<file path="src/rtl/rec_player.sv">
`default_nettype none
// ============================================================================
//  Module   : rec_player
//  Purpose  : Plays back recorded note entries from the record RAM as
//             square-wave buzzer tones, with pause, stop and loop support.
//  Revision : 1.0  initial release
// ============================================================================
module rec_player #(
    parameter int unsigned UNIT_TICKS = 12_500_000,
    parameter int unsigned GAP_TICKS  = 1_000_000,
    parameter int unsigned TONE_SHIFT = 0
) (
    input  logic       clk,
    input  logic       rst,
    input  logic       start,
    input  logic       stop,
    input  logic       pause,
    input  logic       loop,
    input  logic [5:0] rec_len,
    output logic       rd_en,
    output logic [5:0] rd_addr,
    input  logic [2:0] rd_octave,
    input  logic [2:0] rd_note,
    input  logic [1:0] rd_length,
    output logic [2:0] cur_octave,
    output logic [2:0] cur_note,
    output logic [1:0] cur_length,
    output logic       note_active,
    output logic       buzzer,
    output logic       busy,
    output logic       done
);

    localparam int CNT_W = $clog2(8 * UNIT_TICKS + 1);
    localparam int TONE_W = 21;

    // Sounding part of each note; the last GAP_TICKS of every length are silent.
    localparam logic [CNT_W-1:0] c_dur_l0 = CNT_W'(1 * UNIT_TICKS - GAP_TICKS);
    localparam logic [CNT_W-1:0] c_dur_l1 = CNT_W'(2 * UNIT_TICKS - GAP_TICKS);
    localparam logic [CNT_W-1:0] c_dur_l2 = CNT_W'(4 * UNIT_TICKS - GAP_TICKS);
    localparam logic [CNT_W-1:0] c_dur_l3 = CNT_W'(8 * UNIT_TICKS - GAP_TICKS);
    localparam logic [CNT_W-1:0] c_gap    = CNT_W'(GAP_TICKS);
    localparam logic [CNT_W-1:0] c_one    = CNT_W'(1);

    typedef enum logic [2:0] {
        S_IDLE  = 3'd0,
        S_FETCH = 3'd1,
        S_LOAD  = 3'd2,
        S_PLAY  = 3'd3,
        S_GAP   = 3'd4
    } state_t;

    state_t            state_q, state_d;
    logic [5:0]        addr_q, addr_d;
    logic [5:0]        len_q, len_d;
    logic [CNT_W-1:0]  cnt_q, cnt_d;
    logic [TONE_W-1:0] tone_q, tone_d;
    logic              buzz_q, buzz_d;
    logic              done_q, done_d;
    logic [2:0]        cur_octave_q, cur_octave_d;
    logic [2:0]        cur_note_q, cur_note_d;
    logic [1:0]        cur_length_q, cur_length_d;

    logic [CNT_W-1:0]  w_dur_load;
    logic [TONE_W-1:0] w_base;
    logic [TONE_W-1:0] w_scaled;
    logic [TONE_W-1:0] w_half;
    logic              w_sounding;
    logic              w_last;

    always_comb begin
        case (rd_length)
            2'd0:    w_dur_load = c_dur_l0;
            2'd1:    w_dur_load = c_dur_l1;
            2'd2:    w_dur_load = c_dur_l2;
            default: w_dur_load = c_dur_l3;
        endcase
    end

    // Octave-4 half periods, scaled by octave then by the speed-up shift.
    always_comb begin
        case (cur_note_q)
            3'd1:    w_base = 21'd191110;
            3'd2:    w_base = 21'd170262;
            3'd3:    w_base = 21'd151685;
            3'd4:    w_base = 21'd143172;
            3'd5:    w_base = 21'd127551;
            3'd6:    w_base = 21'd113636;
            3'd7:    w_base = 21'd101239;
            default: w_base = 21'd0;
        endcase
        if (cur_octave_q < 3'd4) begin
            w_scaled = w_base << (3'd4 - cur_octave_q);
        end else begin
            w_scaled = w_base >> (cur_octave_q - 3'd4);
        end
        w_half = w_scaled >> TONE_SHIFT;
        if (w_half == '0) begin
            w_half = 21'd1;
        end
    end

    assign w_sounding = (cur_note_q != 3'd0) && (cur_octave_q != 3'd0);
    assign w_last     = (addr_q >= len_q - 6'd1);

    always_comb begin
        state_d      = state_q;
        addr_d       = addr_q;
        len_d        = len_q;
        cnt_d        = cnt_q;
        tone_d       = tone_q;
        buzz_d       = buzz_q;
        done_d       = 1'b0;
        cur_octave_d = cur_octave_q;
        cur_note_d   = cur_note_q;
        cur_length_d = cur_length_q;

        case (state_q)
            S_IDLE: begin
                buzz_d = 1'b0;
                if (start) begin
                    len_d  = rec_len;
                    addr_d = 6'd0;
                    if (rec_len == 6'd0) begin
                        done_d = 1'b1;
                    end else begin
                        state_d = S_FETCH;
                    end
                end
            end
            S_FETCH: begin
                state_d = S_LOAD;
            end
            S_LOAD: begin
                cur_octave_d = rd_octave;
                cur_note_d   = rd_note;
                cur_length_d = rd_length;
                cnt_d        = w_dur_load;
                tone_d       = '0;
                buzz_d       = 1'b0;
                state_d      = S_PLAY;
            end
            S_PLAY: begin
                if (pause) begin
                    // Counters hold; the tone resumes low after release.
                    buzz_d = 1'b0;
                end else begin
                    if (w_sounding) begin
                        if (tone_q == w_half - 21'd1) begin
                            tone_d = '0;
                            buzz_d = ~buzz_q;
                        end else begin
                            tone_d = tone_q + 21'd1;
                        end
                    end else begin
                        buzz_d = 1'b0;
                    end
                    if (cnt_q == c_one) begin
                        cnt_d   = c_gap;
                        buzz_d  = 1'b0;
                        state_d = S_GAP;
                    end else begin
                        cnt_d = cnt_q - c_one;
                    end
                end
            end
            S_GAP: begin
                buzz_d = 1'b0;
                if (!pause) begin
                    if (cnt_q == c_one) begin
                        if (!w_last) begin
                            addr_d  = addr_q + 6'd1;
                            state_d = S_FETCH;
                        end else if (loop) begin
                            addr_d  = 6'd0;
                            state_d = S_FETCH;
                        end else begin
                            done_d  = 1'b1;
                            state_d = S_IDLE;
                        end
                    end else begin
                        cnt_d = cnt_q - c_one;
                    end
                end
            end
            default: begin
                state_d = S_IDLE;
            end
        endcase

        // Abort overrides everything else and keeps the last note on display.
        if (stop) begin
            state_d      = S_IDLE;
            addr_d       = addr_q;
            len_d        = len_q;
            buzz_d       = 1'b0;
            done_d       = 1'b0;
            cur_octave_d = cur_octave_q;
            cur_note_d   = cur_note_q;
            cur_length_d = cur_length_q;
        end
    end

    always_ff @(posedge clk) begin
        if (rst) begin
            state_q      <= S_IDLE;
            addr_q       <= '0;
            len_q        <= '0;
            cnt_q        <= '0;
            tone_q       <= '0;
            buzz_q       <= 1'b0;
            done_q       <= 1'b0;
            cur_octave_q <= '0;
            cur_note_q   <= '0;
            cur_length_q <= '0;
        end else begin
            state_q      <= state_d;
            addr_q       <= addr_d;
            len_q        <= len_d;
            cnt_q        <= cnt_d;
            tone_q       <= tone_d;
            buzz_q       <= buzz_d;
            done_q       <= done_d;
            cur_octave_q <= cur_octave_d;
            cur_note_q   <= cur_note_d;
            cur_length_q <= cur_length_d;
        end
    end

    assign rd_en       = (state_q == S_FETCH);
    assign rd_addr     = addr_q;
    assign busy        = (state_q != S_IDLE);
    assign done        = done_q;
    assign note_active = (state_q == S_PLAY) && w_sounding;
    assign buzzer      = buzz_q && (state_q == S_PLAY) && !pause;
    assign cur_octave  = cur_octave_q;
    assign cur_note    = cur_note_q;
    assign cur_length  = cur_length_q;

endmodule
`default_nettype wire

</file>
<file path="config.mk">
export PLATFORM = sky130hd
export DESIGN_NAME = rec_player
export DESIGN_NICKNAME = d
export VERILOG_FILES = /design/src/rtl/rec_player.sv
export SDC_FILE = /design/constraint.sdc
export NUM_CORES = 1
export LEC_CHECK = 0
export BUFFER_PORTS_ARGS = -buffer_cell sky130_fd_sc_hd__buf_2
export CORE_ASPECT_RATIO = 2
export CORE_MARGIN = 4
export CORE_UTILIZATION = 65
export DETAILED_ROUTE_END_ITERATION = 8
export PLACE_DENSITY = 0.85
export SYNTH_ARGS = -nofsm -noshare
export SYNTH_HDL_FRONTEND = slang
export SYNTH_SLANG_ARGS = --single-unit
</file>
<file path="constraint.sdc">
create_clock -name clk -period 10.4 [get_ports clk]
set_input_delay 3.12 -clock clk [delete_from_list [all_inputs] [get_ports clk]]
set_output_delay 3.12 -clock clk [all_outputs]
set_load 0.02 [all_outputs]
</file>
[Word-level counts from Yosys, hierarchy flattened]
Index checks and enable logic that the tools add are counted.
Cells by class
  divide/modulo/power cells: 0
  $lt $le $gt $ge: 2
  equal/unequal tests: 25
  muxes and demuxes: 40
  add/sub/neg operators: 7
  multiply operators: 0
  bitwise logic cells: 2
  reduce and logical (&&, ||, !) cells: 25
  shift-type cells: 2
Operators with widths (count)
  $pmux W27 S3: 2
  $pmux W18 S7: 1
  $mux W27: 4
  $mux W21: 5
  $pmux W21 S2: 1
  $mux W6: 5
  $eq A27 B1 Y1 const B: 1
  $sub A27 B1 Y27 const B: 1
  $add A21 B1 Y21 const B: 1
  $eq A21 B21 Y1: 1
  $logic_not A21 Y1: 1
  $shl A21 B3 Y21: 1
  $shr A21 B3 Y21: 1
  $sub A21 B1 Y21 const B: 1
  $mux W3: 6
  $ne A2 B2 Y1 const B: 8
  $eq A3 B3 Y1 const B: 5
  $pmux W3 S5: 1
  $eq A3 B2 Y1 const B: 4
  $mux W1: 12
  $pmux W6 S2: 1
  $reduce_and A6 Y1: 2
  $reduce_bool A3 Y1: 4
  $add A6 B1 Y6 const B: 1
  other kinds (23): 33
Word-level totals
  logic and storage cells: 113
  ROM bits: 0
  input port bits: 20
  register bits: 73
  bits in writable memories: 0
  bits in latches: 0
  memories: 0

[Longest topological paths before layout]
Gate-level depths: netlist of run 1.
  depth after elaboration: 13
  gate-level depth with buffers: 21
  mapped depth without buffers: 16

[Worst setup path before layout of run 1]
Ideal clock, no wire load.
  path kind: input -> output
  from: input port pause
  to: output port buzzer
  data arrival time: 3.647 ns
  buffers on the path: 0
  path slack: 3.633 ns
  stages on the path: 1
  data required time: 7.280 ns
  cells stage by stage: nor3b_1
On the way
  cells in the longest elaborated chain, start to end: 2
RTL lines
  start, declared: line 17  | input logic pause,
  $logic_not A1 Y1: line 235  | assign buzzer = buzz_q && (state_q == S_PLAY) && !pause;
  $logic_and A1 B1 Y1: line 235
  end, declared: line 29  | output logic buzzer,
Every way passes these cells.

[Worst setup path in the final report of run 1]
Ends and elaborated chain as after synthesis.

==> run metrics, run 1 <==
Area Growth Syn to Fin 4.60%; overall routing resource usage 37.6%; Synth cell types 97; post-CTS sizing 0; post-layout min period 6.74 ns; clock slew at reported path FFs 0.06 ns; nets 1032; setup TNS 0 ns; TritonRoute pass-1 iters 6; Post-CTS Setup Inserts 0; MaxCap Viol Count 0; EDFF count, synth 0; largest net degree at the start of global routing 68; vias in the first global route 7800; worst hold start cnt_q[23]; Mapped Avg Cell Area 7.18 um2; crit path kind in2out; Final Power 730 uW; ANT nets after route 0; flop-to-flop setup slack 5.12 ns; DIE AREA 13100 um2; Post-CTS Hold Fix Bufs 0; Layout Skew 0.00878 ns; mapped cell area 7310 um2; top-count cell post-synth nor2_1; PwrDens 95.4 nW/um2; area leader, netlist dfxtp_1; routed via count 8158; Die X 83.0 um; Worst EP arrival 3.62 ns; Max VDD drop 148 uV; share of the synthesized area in the top cell type 20.0%; Hold WC Path Type reg2reg; core area 10900 um2; async set-reset flop share out of synthesis 0%; DR iter-0 viols 656; outcome finished, final reports clean; Crit Path Max Fanout 4; routability cong. 1.04; Final Cell Area 7650 um2; # DRC 0; Rows 54; Worst slew margin 19.6%; WHS Path Cells 2; H-tree Lvls 3; largest cells by area after synthesis dfxtp_1 (20%), a21oi_1 (5.7%), o21ai_0 (5.1%); Ports 39; Primary FF master, synth dfxtp_1; clock sink count 73; n_diodes 0; Setup violations, final 0; Buffers on Ports 38; starting density of the core 66.8%; WL/cell 21.8 um; worst-skew pair later-pin latency 0.34 ns; RR Startpoint cur_octave[0]; worst r2r dst buzz_q; initial antenna violation count 0; Cells after Synth 1019; Final Util 69.9%; HPWL Detailed 17400 um; via density per instance 7.18; worst-margin pin slew 1.20 ns; first-pass GRT wire length 39800 um; Longest Clk Path Bufs 2; Seq cells post-synth 73; CTS tree built; reg2reg path depth 17; final hold vios 0; CTS buffer count 9; fraction of final layout cells with drive strength greater than 1 11.5%; # fillers 988; Critical Path Start Type primary input; Req. time, crit path 7.28 ns; Die H 158 um; Max Freq 0.148 GHz; post-synthesis sequential area ratio 20.0%; CTS root buf clkbuf_16; FF/Latch Area 1470 um2; Remaining Overflow, GRT 0; dpl cell area 7320 um2; final WL 24700 um; share of the clock period used by the worst path 64.8%; most common library cells after synthesis nor2_1 (87), a21oi_1 (84), nand2_1 (79), o21ai_0 (74), dfxtp_1 (73); Syn. warnings 0; leakage 2.82 nW; Setup crit end kind primary output; Worst Hold Path EP cnt_q[23]; unrepaired setup endpoints after global routing no; max-slew violations 0; Multi-input gate area 5300 um2; Mapped Nets 1060
[cell type report]
cell class / count / area share [%]
Multi-Input combinational cell: 834 / 69.3
Sequential cell: 73 / 19.2
Timing Repair Buffer: 52 / 3.86
Clock buffer: 10 / 3.12
Tap cell: 140 / 2.29
Clock inverter: 6 / 1.19
Inverter: 21 / 1.03
[worst max-delay path by stage]
| stage | start | end | slack [ns] | cells past startpoint |
|---|---|---|---|---|
| 6_report | pause | buzzer | 3.66 | 3 |
| 5_1_grt | pause | buzzer | 3.57 | 3 |
| 4_1_cts | pause | buzzer | 3.66 | 3 |
| 3_5_place_dp | pause | buzzer | 3.67 | 3 |
| 3_3_place_gp | pause | buzzer | 3.66 | 3 |
| 2_1_floorplan | pause | buzzer | 3.63 | 1 |
[per-layer routing]
layer | vias to the layer above | GRT usage (%) | wire, um
li1 | 3760 | - | -
met1 | 3762 | 36.4 | 7890
met2 | 467 | 66.7 | 12500
met3 | 169 | 6.61 | 1820
met4 | 0 | 35.3 | 2530
met5 | - | 0 | 0
[metrics by stage]
step / hold WS (ns) / std cells / setup slack (ns)
after global routing: 0.494 / 1136 / 3.57
after detailed placement: 0.449 / 1120 / 3.67
after global placement: 0.440 / 1120 / 3.66
after floorplan: 0.436 / 1019 / 3.63
final: 0.456 / 1136 / 3.66
after CTS: 0.457 / 1136 / 3.66
[worst max-delay path: stages]
cell	delay, ns
buf_2	0.13
nor3b_1	0.18
buf_2	0.19
[sequential cells by signal, indices dropped and copies added, names as in the netlist]
register	flops
cnt_q	27
tone_q	21
len_q	6
rd_addr	6
cur_note	3
cur_octave	3
state_q	3
cur_length	2
buzz_q	1
done	1
[power by group]
group          internal (mW)  leakage, nW  switching, mW
sequential             0.283        0.591        0.00460
combinational         0.0361         2.08         0.0644
clock                  0.217        0.151          0.125
[kinds of logic (layout without fill, tap and decap cells)]
group / after synthesis / in the layout / synth area share [%]
compound gates: 359 / 359 / 33.5
xor+xnor: 30 / 30 / 3.59
fa+ha+maj: 21 / 21 / 3.59
buf+inv: 112 / 89 / 7.49
flops: 73 / 73 / 20.0
mux: 14 / 14 / 1.97
simple gates: 410 / 410 / 29.9
[cell usage in the layout, fill, tap and decap left out, types with 7 or more instances in the layout]
cell and count:
nor2_1 87, a21oi_1 84, nand2_1 79, o21ai_0 73
dfxtp_1 69, buf_2 38, nor3_1 37, nand2b_1 34
nand3_1 27, a31oi_1 25, nor2b_1 24, ha_1 21
inv_1 19, and3_1 18, xnor2_1 15, xor2_1 15
nor4_1 14, buf_4 14, or2_2 12, or3_1 12
a21o_1 11, a22oi_1 11, mux2i_1 11, a211oi_1 10
o22ai_1 10, nand4_1 10, nor3b_1 9, o211ai_1 9
clkbuf_16 9, nand3b_1 8, and2_1 8, o21a_1 8
o31ai_1 7, o221ai_1 7
No activity file was read; power rests on OpenSTA's default activity.
==> run 2, diff against run 1 <==
--- a/config.mk
+++ b/config.mk
@@ -5,12 +5,13 @@
 export SDC_FILE = /design/constraint.sdc
 export NUM_CORES = 1
 export LEC_CHECK = 0
+export ABC_AREA = 1
 export BUFFER_PORTS_ARGS = -buffer_cell sky130_fd_sc_hd__buf_2
 export CORE_ASPECT_RATIO = 2
 export CORE_MARGIN = 4
-export CORE_UTILIZATION = 65
+export CORE_UTILIZATION = 56
 export DETAILED_ROUTE_END_ITERATION = 8
-export PLACE_DENSITY = 0.85
+export PLACE_DENSITY = 0.78
 export SYNTH_ARGS = -nofsm -noshare
 export SYNTH_HDL_FRONTEND = slang
 export SYNTH_SLANG_ARGS = --single-unit
==> constraint.sdc (replaced) <==
create_clock -name clk -period 5.4 [get_ports clk]
set_input_delay 1.62 -clock clk [delete_from_list [all_inputs] [get_ports clk]]
set_output_delay 1.62 -clock clk [all_outputs]
set_load 0.02 [all_outputs]
==> run 2 against run 1 <==
Utilization fell by 6.3 points. Count of clock-buffer cells in the layout fell by 1. Clock skew fell by 0.0012 ns. Synthesized cell count rose by 1.1%. Cell count rose by 5.0%. Sequential cell count did not move.
==> run metrics, run 2 <==
Worst EP arrival 4.01 ns (+0.39 ns); outcome finished, final reports clean; ANT nets after route 0 (unchanged); fraction of final layout cells with drive strength greater than 1 8.24% (-3.3 points); Max Freq 0.263 GHz; PwrDens 233 nW/um2 (+140%); Setup crit end kind flop; Buffers on Ports 38 (unchanged); MaxCap Viol Count 0 (unchanged); leakage 3.23 nW (+14%); Seq cells post-synth 73 (unchanged); Post-CTS Setup Inserts 0 (unchanged); registers with the most flip-flops cnt_q: 27 flops, tone_q: 21 flops; dpl cell area 6420 um2 (-12%); Setup violations, final 0 (unchanged); Area Growth Syn to Fin 9.51%; post-synthesis sequential area ratio 23.7% (+3.7 points); largest cells by area after synthesis dfxtp_1 (24%), nand2_1 (14%), inv_1 (8.4%); area leader, netlist dfxtp_1; crit path kind reg2reg; Post-CTS Hold Fix Bufs 0 (unchanged); worst-skew pair later-pin latency 0.35 ns (about the same); Hold Slack 0.442 ns (-0.0142 ns); WL/cell 15.4 um (-29%); async set-reset flop share out of synthesis 0% (unchanged); Die H 156 um (-1.1%); Ports 39 (unchanged); CTS buffer count 9 (unchanged); Crit path max-delay family simple AND/OR/NAND/NOR gates; largest net degree at the start of global routing 36 (-47%); clock slew at reported path FFs 0.07 ns (about the same); Final WS setup 1.59 ns (-2.07 ns); post-CTS sizing 0 (unchanged); nets 1092 (+5.8%); CP dominant cell by count inv_1; Longest Clk Path Bufs 2 (unchanged); vias in the first global route 6688 (-14%); Reg with most FFs cnt_q; H-tree Lvls 3 (unchanged); DR iter-0 viols 582 (-11%); top-count cell post-synth nand2_1; share of the synthesized area in the top cell type 23.7% (+3.7 points); Final Util 63.6% (-6.3 points); EDFF count, synth 0 (unchanged); commonest non-fill, non-tap cell in the layout nand2_1; worst-margin pin slew 0.749 ns (-0.448 ns); Mapped Avg Cell Area 5.98 um2 (-17%); initial antenna violation count 0 (unchanged); post-layout min period 3.81 ns; Cells after Synth 1030 (+1.1%); starting density of the core 58.0% (-8.8 points); TritonRoute pass-1 iters 5 (-1); Remaining Overflow, GRT 0 (unchanged); CTS tree built; core area 10600 um2 (-3.1%); n_diodes 0 (unchanged); unrepaired setup endpoints after global routing no; Mapped Nets 1071 (+1.0%); critical path's largest stage delay 0.42 ns (+0.23 ns); Critical Path Start Type flop; WP buf/inv 5 (+3); Final Cell Area 6740 um2 (-12%); most frequent cells in the layout nand2_1 (224), inv_1 (137), nor2_1 (125); Crit Path Max Fanout 20 (+16); DP Worst Slack 1.63 ns (-2.04 ns); critical path's slowest cell nand3_2; Syn. warnings 0 (unchanged); overall routing resource usage 30.3% (-7.3 points); Primary FF master, synth dfxtp_1; first-pass GRT wire length 30400 um (-24%); routability cong. 0.952 (-8.8%); setup TNS 0 ns (unchanged); final WL 18400 um (-25%); CTS root buf clkbuf_16; Die X 82.2 um (-1.0%); share of the clock period used by the worst path 70.5%; routed via count 6803 (-17%); Req. time, crit path 5.60 ns (-1.68 ns); mapped cell area 6160 um2 (-16%); Synth cell types 48 (-51%); max reg flops 27 (unchanged); # DRC 0 (unchanged); Layout Skew 0.00755 ns (-0.00123 ns); via density per instance 5.70 (-21%); clock sink count 73 (unchanged); Worst slew margin 50.0% (+30 points); DIE AREA 12800 um2 (-2.1%); Hold WC Path Type reg2reg; max-slew violations 0 (unchanged); Max VDD drop 203 uV (+37%); final hold vios 0 (unchanged); Rows 53 (-1.9%); most common library cells after synthesis nand2_1 (224), inv_1 (137), nor2_1 (125), nand3_1 (88), a21oi_1 (81); Cell Chain, Critical Path inv_1 -> ha_1 -> ha_1 -> nor2_1 -> buf_4 -> inv_1 -> nand3_1 -> nor2_1 -> nor2_2 -> ha_1 -> inv_1 -> nor2_1 -> inv_1 -> o221ai_1 -> xor2_1 -> nor3_1 -> nand3_2 -> nand3b_1 -> a21oi_1; HPWL Detailed 14000 um (-20%)
## run 2: cell types whose count changed in the layout (fill, tap and decap cells not counted), sizes merged, moves of 12 or more
cell,delta
a31oi,-18
nand2b,-34
nor3,-17
nor2,+42
nand4,+27
nor2b,-24
inv,+125
nand2,+150
o21ai,-16
nand3,+63
xor2,+19
or2,-13
or3,-12
and3,-16
## run 2: worst reg2reg max path, delay by kind of cell, from the launching register on
family	cells	cell delay [ns]
xor+xnor	1	0.19
simple gates	8	1.38
flops	1	0.36
compound gates	2	0.29
buf+inv	5	0.75
fa+ha+maj	3	0.69
## run 2: worst paths after layout
path	from	cells past startpoint	endpoint	slack (ns)
min reg2reg	cur_length[0]	2	cur_length[0]	0.44
max	cur_octave[1]	19	tone_q[20]	1.59
min	cur_length[0]	2	cur_length[0]	0.44
max reg2reg	cur_octave[1]	19	tone_q[20]	1.59
## run 2: kinds of logic (layout without fill, tap and decap cells)
kind of cell               Yosys count  in the layout  synth area share (%)
and+or+nand+nor                    522            522                  37.1
DFF                                 73             73                  23.7
AOI/OAI and AO/OA                  185            185                  16.8
xor gates and xnor gates            44             44                  6.26
adders and majority gates           21             21                  4.27
buffers and inverters              185            211                  11.9
## run 2: layout make-up
cell class,count,area (um2)
timing repair buffer,48,265
sequential,73,1460
tap,137,171
inverter,147,552
multi-input combinational,772,3970
clock buffer,9,225
fill,1055,3870
clock inverter,7,103
## run 2: stage by stage
stage,cells,power (mW)
2_1_floorplan,1030,0.837
3_3_place_gp,1177,0.905
3_5_place_dp,1177,0.909
4_1_cts,1193,1.57
5_1_grt,1193,1.64
6_report,1193,1.57
## run 2: where the power goes
part | switching [mW] | internal, mW
Combinational | 0.231 | 0.111
Clock | 0.257 | 0.409
Sequential | 0.0122 | 0.552
Total | 0.500 | 1.07
## run 2: per-layer routing
metal / global-route usage, % / up-vias / part of all wire (%)
li1: - / 3417 / -
met2: 57.5 / 210 / 55
met4: 20.5 / 0 / 6.8
met5: 0 / - / 0
met3: 4.26 / 86 / 3.2
met1: 28.4 / 3090 / 35
==> run 3, diff against run 2 <==
--- a/config.mk
+++ b/config.mk
@@ -9,9 +9,9 @@
 export BUFFER_PORTS_ARGS = -buffer_cell sky130_fd_sc_hd__buf_2
 export CORE_ASPECT_RATIO = 2
 export CORE_MARGIN = 4
-export CORE_UTILIZATION = 56
+export CORE_UTILIZATION = 62
 export DETAILED_ROUTE_END_ITERATION = 8
-export PLACE_DENSITY = 0.78
+export PLACE_DENSITY = 0.82
 export SYNTH_ARGS = -nofsm -noshare
 export SYNTH_HDL_FRONTEND = slang
 export SYNTH_SLANG_ARGS = --single-unit
==> constraint.sdc (replaced) <==
create_clock -name clk -period 3.6 [get_ports clk]
set_input_delay 1.08 -clock clk [delete_from_list [all_inputs] [get_ports clk]]
set_output_delay 1.08 -clock clk [all_outputs]
set_load 0.02 [all_outputs]
==> run 3 against run 2 <==
Clock power grew 49%. Fmax grew 16%. Sequential power grew 50%. Setup slack lost 1.3 ns. Largest power group unchanged. Highest routed layer unchanged.
==> run metrics, run 3 (synthesis results as in run 2) <==
Worst slew margin 49.2% (-0.83 points); share of the clock period used by the worst path 91.0% (+20 points); DP Worst Slack 0.0469 ns (-1.59 ns); Worst Hold Path EP cur_length[1]; # DRC 0 (unchanged); outcome finished, final reports clean; leakage 3.28 nW (+1.6%); final WL 18700 um (+1.5%); Final WS setup 0.324 ns (-1.27 ns); unrepaired setup endpoints after global routing no; Crit Path Max Fanout 12 (-40%); PwrDens 353 nW/um2 (+51%); DIE AREA 11700 um2 (-9.0%); CTS buffer count 9 (unchanged); TritonRoute pass-1 iters 5 (unchanged); worst-margin pin slew 0.760 ns (+0.0105 ns); first-pass GRT wire length 31000 um (+1.9%); Layout Skew 0.00868 ns (+0.00113 ns); core area 9700 um2 (-8.6%); n_diodes 0 (unchanged); final hold vios 0 (unchanged); Ports 39 (unchanged); overall routing resource usage 33.0% (+2.7 points); commonest non-fill, non-tap cell in the layout nand2_1; CTS tree built; # fillers 927 (-12%); max-slew violations 0 (unchanged); ANT nets after route 0 (unchanged); nets 1100 (+0.73%); post-layout min period 3.28 ns (-0.532 ns); Hold WC Path Type reg2reg; starting density of the core 63.5% (+5.5 points); Worst EP arrival 3.50 ns (-0.51 ns); worst-skew pair later-pin latency 0.35 ns (about the same); HPWL Detailed 14100 um (+1.1%); Post-CTS Hold Fix Bufs 0 (unchanged); max reg flops 27 (unchanged); Reg with most FFs cnt_q; clock slew at reported path FFs 0.06 ns (about the same); Die H 149 um (-4.7%); Area Growth Syn to Fin 11.1%; DR iter-0 viols 528 (-9.3%); Remaining Overflow, GRT 0 (unchanged); dpl cells 1177 (unchanged); Setup crit end kind flop; most frequent cells in the layout nand2_1 (224), inv_1 (136), nor2_1 (123); MaxCap Viol Count 0 (unchanged); Buffers on Ports 38 (unchanged); clock sink count 73 (unchanged); setup TNS 0 ns (unchanged); Max VDD drop 416 uV (+110%); Req. time, crit path 3.82 ns (-1.78 ns); Max Freq 0.305 GHz (+16%); fin cells 1196 (+0.25%); fraction of final layout cells with drive strength greater than 1 9.30% (+1.1 points); Longest Clk Path Bufs 2 (unchanged); Final Util 70.5% (+6.9 points); Die X 78.5 um (-4.5%); H-tree Lvls 3 (unchanged); registers with the most flip-flops cnt_q: 27 flops, tone_q: 21 flops; worst r2r dst tone_q[13]; Setup violations, final 0 (unchanged); RR Startpoint cur_note[2]; vias in the first global route 6885 (+2.9%); routability cong. 1.06 (+12%); CTS root buf clkbuf_16; initial antenna violation count 0 (unchanged); WHS Path Cells 2 (unchanged); routed via count 7010 (+3.0%); largest net degree at the start of global routing 35 (-2.8%); via density per instance 5.86 (+2.8%); WL/cell 15.6 um (+1.2%); crit path from cur_note[2]; Rows 51 (-3.8%); crit path kind reg2reg; reg2reg path depth 17 (-2); worst hold start cur_length[1]; flop-to-flop setup slack 0.32 ns (-1.27 ns); Critical Path Start Type flop
-- run 3: per-stage QoR --
| stage | hold WS [ns] | instance area [um2] | power (mW) |
|---|---|---|---|
| after floorplan | 0.437 | 6160 | 1.26 |
| final | 0.449 | 6840 | 2.41 |
| after detailed placement | 0.438 | 6450 | 1.36 |
| after global routing | 0.468 | 6840 | 2.52 |
| after CTS | 0.447 | 6770 | 2.36 |
| after global placement | 0.430 | 6450 | 1.36 |
-- run 3: layout make-up --
class / instances / area [um2] / area share [%]
clock buffers: 9 / 225 / 3.29
clock inverters: 7 / 100 / 1.46
inverters: 147 / 552 / 8.07
multi-input cells: 773 / 4020 / 58.7
flip-flops and latches: 73 / 1460 / 21.4
well taps: 132 / 165 / 2.41
repair buffers: 55 / 318 / 4.65
-- run 3: worst max-delay path by stage --
| stage | slack, ns | depth (start not counted) | to |
|---|---|---|---|
| after floorplan | 0.02 | 21 | tone_q[20] |
| final | 0.32 | 17 | tone_q[13] |
| after CTS | 0.03 | 18 | tone_q[20] |
| after global routing | 0.006 | 17 | tone_q[9] |
| after detailed placement | 0.05 | 18 | tone_q[20] |
| after global placement | 0.16 | 18 | tone_q[20] |
-- run 3: metal layers --
layer  track usage (%)  share of wire (%)  wire [um]  vias to the layer above
met5                 0                  0          0                        -
li1                  -                  -          -                     3456
met2              63.1                 54      10100                      280
met3              4.78                3.9        732                      105
met1              31.1                 34       6410                     3169
met4              23.5                7.8       1460                        0
-- run 3: repair_timing --
| action | 4_1_cts | 5_1_grt |
|---|---|---|
| setup buffers | 0 | 2 |
| gates resized for setup | 0 | 9 |
| setup endpoints to repair | 0 | 20 |
-- run 3: critical path, stage by stage, from the launching register on --
cell and delay, ns:
dfxtp_1 0.50, inv_2 0.17, nand2_1 0.21, nand2_1 0.14
nand3_1 0.11, nand3_1 0.08, nor2_1 0.15, nor2_2 0.08
ha_1 0.22, inv_1 0.08, nor2_1 0.07, inv_2 0.16
o221ai_1 0.17, xor2_1 0.21, nor3_4 0.33, nand3_4 0.24
nand4_1 0.13, a21oi_1 0.09
-- run 3: report_power, final --
group          switching (mW)  total [mW]  internal, mW
clock network           0.380       0.994         0.614
registers              0.0187       0.846         0.828
logic                   0.385       0.570         0.186
total                   0.784        2.41          1.63
